--- src/rtl/i2c_read_sequencer_pkg.sv ---
// Shared types and constants for the I2C burst-read sequencer.
// Holds the FSM state encoding, the I2C address widths and the default watchdog limit.
package i2c_read_sequencer_pkg;

  localparam int DEV_ADDR_W = 7;
  localparam int REG_ADDR_W = 8;

  localparam logic [15:0] DEFAULT_TIMEOUT_CYC = 16'd40000;

  typedef enum logic [2:0] {
    S_IDLE      = 3'd0,
    S_ISSUE     = 3'd1,
    S_WAIT_DONE = 3'd2,
    S_CAPTURE   = 3'd3,
    S_GAP       = 3'd4
  } state_e;

endpackage

--- src/rtl/sync_fifo.sv ---
// Single-clock show-ahead FIFO: the head entry is visible on pop_data whenever valid is high.
// Push while full and pop while empty are dropped; simultaneous push and pop keep occupancy.
module sync_fifo #(
  parameter int WIDTH = 8,
  parameter int DEPTH = 8
) (
  input  logic             clk,
  input  logic             rst_n,
  input  logic             push,
  input  logic [WIDTH-1:0] push_data,
  input  logic             pop,
  output logic [WIDTH-1:0] pop_data,
  output logic             valid,
  output logic             full
);

  localparam int PTR_W = $clog2(DEPTH);
  localparam int CNT_W = PTR_W + 1;

  logic [WIDTH-1:0] mem [DEPTH];
  logic [PTR_W-1:0] wr_ptr;
  logic [PTR_W-1:0] rd_ptr;
  logic [CNT_W-1:0] count;
  logic             push_ok;
  logic             pop_ok;

  assign full     = (count == CNT_W'(DEPTH));
  assign valid    = (count != '0);
  assign push_ok  = push && !full;
  assign pop_ok   = pop && valid;
  // Masked so the data port reads zero while empty, including straight out of reset.
  assign pop_data = valid ? mem[rd_ptr] : '0;

  // NOTE: storage has no reset; only pointers and occupancy define what is valid.
  always_ff @(posedge clk) begin
    if (push_ok) mem[wr_ptr] <= push_data;
  end

  // NOTE: sequential state uses non-blocking assignments so every flop sees pre-edge values.
  always_ff @(posedge clk or negedge rst_n) begin
    if (!rst_n) begin
      wr_ptr <= '0;
      rd_ptr <= '0;
      count  <= '0;
    end else begin
      if (push_ok) wr_ptr <= wr_ptr + PTR_W'(1);
      if (pop_ok)  rd_ptr <= rd_ptr + PTR_W'(1);
      unique case ({push_ok, pop_ok})
        2'b10:   count <= count + CNT_W'(1);
        2'b01:   count <= count - CNT_W'(1);
        default: count <= count;
      endcase
    end
  end

endmodule

--- src/rtl/i2c_read_sequencer.sv ---
// Sequences a burst of single-byte register reads through an I2C receive master,
// buffering results in a show-ahead FIFO, with a per-byte watchdog for a stuck slave.
module i2c_read_sequencer
  import i2c_read_sequencer_pkg::*;
#(
  parameter int          FIFO_DEPTH  = 8,
  parameter logic [15:0] TIMEOUT_CYC = DEFAULT_TIMEOUT_CYC
) (
  input  logic                  clk,
  input  logic                  rst_n,
  input  logic                  i_start,
  input  logic [DEV_ADDR_W-1:0] i_dev_addr,
  input  logic [REG_ADDR_W-1:0] i_base_addr,
  input  logic [4:0]            i_count,
  output logic                  o_recv_en,
  output logic [DEV_ADDR_W-1:0] o_device_addr,
  output logic [REG_ADDR_W-1:0] o_data_addr,
  input  logic [7:0]            i_read_data,
  input  logic                  i_done_flag,
  output logic [7:0]            o_rd_data,
  input  logic                  i_rd_pop,
  output logic                  o_rd_valid,
  output logic                  o_busy,
  output logic                  o_burst_done,
  output logic                  o_timeout
);

  localparam logic [15:0] WD_LAST = TIMEOUT_CYC - 16'd1;

  state_e                state_q, state_d;
  logic [DEV_ADDR_W-1:0] dev_q;
  logic [REG_ADDR_W-1:0] addr_q;
  logic [4:0]            remain_q;
  logic [15:0]           wd_q;
  logic                  gap_q;
  logic                  done_q, timeout_q;
  logic                  done_d, timeout_d;
  logic                  push;
  logic                  fifo_full;
  logic                  accept;

  assign accept        = (state_q == S_IDLE) && i_start && (i_count != 5'd0);
  // Decoded from registered state, so the enable is glitch-free and the address fields
  // (which only change in IDLE and CAPTURE) are stable for the whole window.
  assign o_recv_en     = (state_q == S_WAIT_DONE);
  assign o_busy        = (state_q != S_IDLE);
  assign o_device_addr = dev_q;
  assign o_data_addr   = addr_q;
  assign o_burst_done  = done_q;
  assign o_timeout     = timeout_q;

  always_comb begin
    // NOTE: every output of this block gets a default first so no path infers a latch.
    state_d   = state_q;
    push      = 1'b0;
    done_d    = 1'b0;
    timeout_d = 1'b0;
    unique case (state_q)
      S_IDLE: begin
        if (i_start) begin
          if (i_count == 5'd0) done_d  = 1'b1;
          else                 state_d = S_ISSUE;
        end
      end
      S_ISSUE: begin
        if (!fifo_full) state_d = S_WAIT_DONE;
      end
      S_WAIT_DONE: begin
        if (i_done_flag) begin
          state_d = S_CAPTURE;
        end else if (wd_q == WD_LAST) begin
          state_d   = S_IDLE;
          timeout_d = 1'b1;
        end
      end
      S_CAPTURE: begin
        push    = 1'b1;
        state_d = S_GAP;
      end
      S_GAP: begin
        if (gap_q) begin
          if (remain_q == 5'd0) begin
            state_d = S_IDLE;
            done_d  = 1'b1;
          end else begin
            state_d = S_ISSUE;
          end
        end
      end
      default: state_d = S_IDLE;
    endcase
  end

  always_ff @(posedge clk or negedge rst_n) begin
    if (!rst_n) begin
      state_q   <= S_IDLE;
      dev_q     <= '0;
      addr_q    <= '0;
      remain_q  <= '0;
      wd_q      <= '0;
      gap_q     <= 1'b0;
      done_q    <= 1'b0;
      timeout_q <= 1'b0;
    end else begin
      state_q   <= state_d;
      done_q    <= done_d;
      timeout_q <= timeout_d;
      if (accept) begin
        dev_q    <= i_dev_addr;
        addr_q   <= i_base_addr;
        remain_q <= i_count;
      end else if (state_q == S_CAPTURE) begin
        addr_q   <= addr_q + REG_ADDR_W'(1);
        remain_q <= remain_q - 5'd1;
      end
      // Watchdog restarts on every fresh entry into WAIT_DONE.
      wd_q  <= (state_q == S_WAIT_DONE && state_d == S_WAIT_DONE) ? wd_q + 16'd1 : 16'd0;
      // Two GAP cycles: first with gap_q=0, second with gap_q=1.
      gap_q <= (state_q == S_GAP) && !gap_q;
    end
  end

  sync_fifo #(
    .WIDTH (8),
    .DEPTH (FIFO_DEPTH)
  ) u_fifo (
    .clk       (clk),
    .rst_n     (rst_n),
    .push      (push),
    .push_data (i_read_data),
    .pop       (i_rd_pop),
    .pop_data  (o_rd_data),
    .valid     (o_rd_valid),
    .full      (fifo_full)
  );

endmodule

--- config.mk ---
export PLATFORM = sky130hd
export DESIGN_NAME = i2c_read_sequencer
export DESIGN_NICKNAME = d
export VERILOG_FILES = /design/src/rtl/i2c_read_sequencer_pkg.sv /design/src/rtl/sync_fifo.sv /design/src/rtl/i2c_read_sequencer.sv
export SDC_FILE = /design/constraint.sdc
export NUM_CORES = 1
export LEC_CHECK = 0
export BUFFER_PORTS_ARGS = -buffer_cell sky130_fd_sc_hd__buf_2
export CELL_PAD_IN_SITES_DETAIL_PLACEMENT = 0
export CELL_PAD_IN_SITES_GLOBAL_PLACEMENT = 1
export CORE_UTILIZATION = 43
export DETAILED_ROUTE_END_ITERATION = 12
export PLACE_DENSITY_LB_ADDON = 0.1
export SLEW_MARGIN = 10
export SYNTH_ARGS = -nofsm -noshare
export SYNTH_HDL_FRONTEND = slang
export SYNTH_HIERARCHICAL = 1
export SYNTH_SLANG_ARGS = --single-unit
--- constraint.sdc ---
create_clock -name clk -period 2.4 [get_ports clk]
set_clock_uncertainty 0.05 [all_clocks]
set_input_delay 0.48 -clock clk [delete_from_list [all_inputs] [get_ports clk]]
set_output_delay 0.48 -clock clk [all_outputs]
set_load 0.03 [all_outputs]
---- After elaboration in Yosys (flattened, before gate mapping) ----
Memory sizes are Yosys's and may differ from the RTL's.
Index checks and enable logic that the tools add are counted.
word-level totals
  register bits after elaboration ......... 52
  latch bits .............................. 0
  memory bits (writable) .................. 64
  ROM bits ................................ 0
  input port bits ......................... 33
  output and inout bits ................... 28
  word-level logic and storage cells ...... 70
  memories kept ........................... 1
cells by class
  add/sub/neg operators ................... 7
  multipliers ............................. 0
  div/mod/pow operators ................... 0
  order comparisons ....................... 0
  equal/unequal tests ..................... 9
  shift operators ......................... 0
  multiplexer cells ....................... 26
  bitwise gates (word level) .............. 0
  reductions and logical operators ........ 16
memories
  memory      words  width  rd ports  clocked after Yosys merged registers in  write ports  RTL line         source
  u_fifo.mem  8      8      1         0                                        1            sync_fifo.sv:20  logic [WIDTH-1:0] mem [DEPTH];
operators with widths
  operator                                                            count
  8-bit two-way mux                                                   3
  3-bit two-way mux                                                   6
  16-bit by 1-bit adder with 16-bit output, second input constant     1
  16-bit == test, second input constant                               1
  16-bit two-way mux                                                  1
  3-bit case mux with 5 select lines                                  1
  1-bit two-way mux                                                   11
  5-bit logical NOT                                                   2
  5-bit two-way mux                                                   2
  3-bit by 2-bit == test with 1-bit output, second input constant     3
  8-bit by 1-bit adder with 8-bit output, second input constant       1
  4-bit case mux with 2 select lines                                  1
  3-bit by 1-bit adder with 3-bit output, second input constant       2
  1-bit logical AND                                                   6
  5-bit nonzero test                                                  1
  5-bit by 1-bit subtractor with 5-bit output, second input constant  1
  4-bit by 1-bit adder with 4-bit output, second input constant       1
  4-bit == test, second input constant                                1
  2-bit nonzero test                                                  2
  4-bit nonzero test                                                  1
  4-bit by 1-bit subtractor with 4-bit output, second input constant  1
  3-bit by 1-bit == test with 1-bit output, second input constant     1
  3-bit == test, second input constant                                1
  3-bit logical NOT                                                   1
  other kinds (5)                                                     6

---- Logic depth before layout (Yosys ltp) ----
  word-level depth ........................ 7
  gate-level depth with buffers ........... 12
  mapped depth without buffers ............ 11

---- Cells and area by module ----
The synthesis kept the hierarchy.
by module, submodules not included
  module              times used  cells each  area an instance (µm²)  sequential area each (µm²)
  sync_fifo           1           161         3047.9                  2172.1
  i2c_read_sequencer  1           201         2085.8                  1051.0

---- Least setup slack after synthesis ----
Ideal clock, no wire load.
  path kind ............................... flip-flop to flip-flop
  from .................................... reg state_q[2]
  to ...................................... mem u_fifo.mem[0][0] (enable)
  setup time .............................. 395 ps
  arrival ................................. 2207 ps
  data required time ...................... 1955 ps
  setup slack ............................. -252 ps
  cell stages (with the launch flop) ...... 7
  buffers on the path ..................... 1
  period minus slack after synthesis ...... 2652 ps
  cells stage by stage .................... dfrtp_1 > buf_2 > nand3b_1 > inv_1 > a21boi_1 > inv_1 > nor4_1
on the way
  longest elaborated chain between the ends .. 5
RTL lines
  item                                      RTL line                   source
  start: declaration                        i2c_read_sequencer.sv:30   state_e state_q, state_d;
  start signal: assignment                  i2c_read_sequencer.sv:105  state_q <= state_d;
  3-bit by 2-bit == test with 1-bit output  i2c_read_sequencer.sv:58   unique case (state_q)
  1-bit two-way mux                         i2c_read_sequencer.sv:58
  via push                                  i2c_read_sequencer.sv:38   logic push;
  1-bit logical AND                         sync_fifo.sv:29            assign push_ok = push && !full;
  1-bit two-way mux                         sync_fifo.sv:36            if (push_ok) mem[wr_ptr] <= push_data;
  1-bit two-way mux (implied by the code)   sync_fifo.sv:36
  end: declaration                          sync_fifo.sv:20
The timed path passes the listed nets, and every way through them passes these cells.

---- Worst setup path in the final report ----
  from .................................... reg u_fifo.rd_ptr[0]
  to ...................................... out o_rd_data[0]
on the way
  longest elaborated chain between the ends .. 2
RTL lines
  item                      RTL line                  source
  start: declaration        sync_fifo.sv:22           logic [PTR_W-1:0] rd_ptr;
  start signal: assignment  sync_fifo.sv:47           if (pop_ok) rd_ptr <= rd_ptr + PTR_W'(1);
  memory 8 x 8 bit          --
  8-bit two-way mux         sync_fifo.sv:32           assign pop_data = valid ? mem[rd_ptr] : '0;
  end: declaration          i2c_read_sequencer.sv:20  output logic [7:0] o_rd_data,
Every way passes these cells.

==> run_results.csv <==
group,metric,value,unit
routing,initialDrtViolationCount,172,
synth,synth_edf_count,64,
synth,synthCells,362,
global_route,grt_busiest_layer,"met2",
placement,hpwl,6660,um
clock_network,clk_pin_slew,0.05,ns
synth,ys_warn_count,6,
sta,slew_viol_final,0,
power,ir_worst_vdd,0.510,mV
placement,placed_cells,578,
worst_setup_path,r2r-start,"u_fifo/count[2]",
worst_setup_path,setup.worst_path.start,"u_fifo/rd_ptr[0]",
worst_setup_path,crit_fanout,17,
power,powerDensity,1270,mW/mm^2
synth,synth_area,0.00513,mm^2
clock_network,cts_buffers,17,
synth,synth_cell_type_count,51,
die,die_w,111,um
synth,ys_ff_latch,116,
routing,drc,6,
synth,ys_seq_area_share,62.8,%
die,initial_core_util,44.6,%
die,core-area,0.0115,mm^2
layout,fin_cells,611,
worst_setup_path,required,1.87,ns
worst_setup_path,start_kind,"flip-flop",
synth,syn-num-nets,404,
global_route,grt_use_met2,28.9,%
die,io_pins,61,
sta,hold_viol_final,0,
routing,avgViaCountPerCell,5.12,
layout,antenna_cells,0,
clock_network,clock_latency,0.41,ns
die,fp.dieH,111,um
run,max_cap_viol_count,0,
synth,synth_top_area_share,37.4,%
layout,layout_common_cells,"64 x edfxtp_1, 52 x dfrtp_1, 52 x buf_2",
clock_network,clockBufferDepth,2,
layout,area_growth,25.1,%
global_route,grt_overflow,0,
outcome,status,"complete, but fails checks",
global_route,antenna_found_initial,0,
placement,port_buffers,60,
worst_setup_path,worstSetupPathType,"flip-flop to output pin",
layout,final_common_cell,"edfxtp_1",
global_route,grt_max_degree,29,
sta,rsz0062_at_grt,"true",
clock_network,cts_tree,"built",
layout,final_util,55.8,%
synth,synthTopCellsByArea,"edfxtp_1 37%, dfrtp_1 25%, mux4_2 7.0%, xor2_1 3.2%, nor2_1 3.2%",
global_route,grt_util_met3,5.08,%
sta,fmax,418,MHz
routing,wl,9910,um
sta,finalCritPeriodShare,99.7,%
synth,synth_ff_type,"edfxtp_1",
sta,holdWs,0.111,ns
min_path,hold_path.class,"input port to asynchronous set/reset pin",
layout,fin_area,0.00642,mm^2
die,rows,39,
worst_setup_path,cp-end-kind,"output pin",
routing,first_pass_iters,8,
placement,dpl_cell_area,0.00580,mm^2
routing,wl_per_cell,16.2,um
placement,gp_congestion,0.785,
sta,tightest_slew,0.802,ns
global_route,grt_pass1_wl,16500,um
outcome,violations,"design-rule violations",
layout,final_nets,497,
die,die_area,0.0124,mm^2
sta,setup_tns,0,ns
global_route,first_global_vias,3292,
synth,postSynthAreaPerCell,14.2,um^2
worst_setup_path,arrival,1.86,ns
global_route,grt_usage,17.8,%
routing,drtAntennaViolNets,0,
sta,setup_viol,0,
synth,async_flop_share,44.8,%
layout,final_layout_size_suffix_gt1_share,34.8,%
sta,worst_slew_margin_rel,46.5,%
clock_network,h-tree-depth,4,
synth,synth_top_cell_by_area,"edfxtp_1",
power,leakagePower,2.55,nW
routing,num_vias,3127,
global_route,use_met1,22.2,%
clock_network,cts_root_buf,"clkbuf_16",
sta,fin_crit,2.39,ns
clock_network,cts_sinks,116,
[flip-flops by register name, indices dropped and copies added (netlist names)]
signal and count:
u_fifo/mem 64, wd_q 16, o_data_addr 8, o_device_addr 7, remain_q 5, u_fifo/count 4, state_q 3, u_fifo/rd_ptr 3
u_fifo/wr_ptr 3, gap_q 1, o_burst_done 1, o_timeout 1
[timing repair]
item / CTS / global route
pin swaps: 0 / 0
cloned: 0 / 0
hold buffers: 0 / 0
buffers inserted: 1 / 0
setup endpoints to repair: 8 / 8
resized for setup: 8 / 0
[stage by stage]
stage                     worst slack, ns  power [mW]
after floorplan                   -0.0599        4.90
after global placement              0.259        5.64
after detailed placement            0.199        5.68
after CTS                         -0.0358        8.29
after global routing               -0.122        8.63
final                             0.00642        8.18
[per-layer routing]
metal	vias up	share of wire [%]
met5	-	0
met4	0	1.2
met3	9	3.4
met2	56	49
met1	1527	47
li1	1535	-
[synth_stat cells, types with 2 or more instances]
cell and n:
a41oi_1 2, buf_2 7, ha_1 9, nor4_1 3
clkbuf_1 4, nor2_1 44, nand4_1 7, nor3b_1 2
and2_1 3, and4_1 2, and3_1 4, nand3_1 11
mux4_2 16, mux2i_1 8, xnor2_1 10, and2_4 2
nor3_1 8, dfrtp_1 52, o21ai_0 5, a221o_1 4
buf_6 3, inv_1 8, nand2b_1 3, xor2_1 19
or3_1 4, edfxtp_1 64, mux2_2 9, a21oi_1 10
nand2_1 15, nand3b_1 3
[path summary, 6_finish.rpt]
path / endpoint / slack, ns / cells past startpoint
worst max-delay path: o_rd_data[0] / 0.006 / 5
worst min-delay path: u_fifo/rd_ptr[2] / 0.11 / 1
worst max register to register: u_fifo/count[2] / 0.22 / 10
worst min register to register: wd_q[0] / 0.41 / 1
max in group asynchronous: remain_q[1] / 1.60 / 2
min in group clk: o_device_addr[3] / 0.25 / 2
[cell type report]
| class | instances | area [um^2] |
|---|---|---|
| Clock buffer | 18 | 429 |
| Tap cell | 143 | 179 |
| Sequential cell | 116 | 3220 |
| Inverter | 9 | 33.8 |
| Clock inverter | 14 | 161 |
| Fill cell | 955 | 5090 |
| Timing Repair Buffer | 89 | 576 |
| Multi-Input combinational cell | 222 | 1820 |
[power by group]
group / leakage (nW) / switching [mW] / total (mW) / internal, mW
clock network: 0.280 / 0.876 / 2.50 / 1.62
logic: 1.05 / 1.54 / 2.85 / 1.31
registers: 1.23 / 0.380 / 2.84 / 2.46
[cell families (layout without fill, tap and decap cells)]
kind of cell	after synthesis	count (layout)	share of synthesized area, %
AO/OA/AOI/OAI	32	32	4.58
XOR/XNOR	29	29	4.95
adder cells (fa/ha/maj)	9	9	2.19
buffers and inverters	24	130	2.36
flip-flops	116	116	62.8
multiplexers	34	34	10.8
AND/OR/NAND/NOR	118	118	12.3
[critical path, stage by stage, from the launching register on]
cell	delay [ns]
dfrtp_1	0.36
buf_12	0.19
mux4_2	0.54
mux2i_1	0.14
nor2_1	0.05
buf_4	0.16
Note: power is estimated with default switching activity, not from simulation.
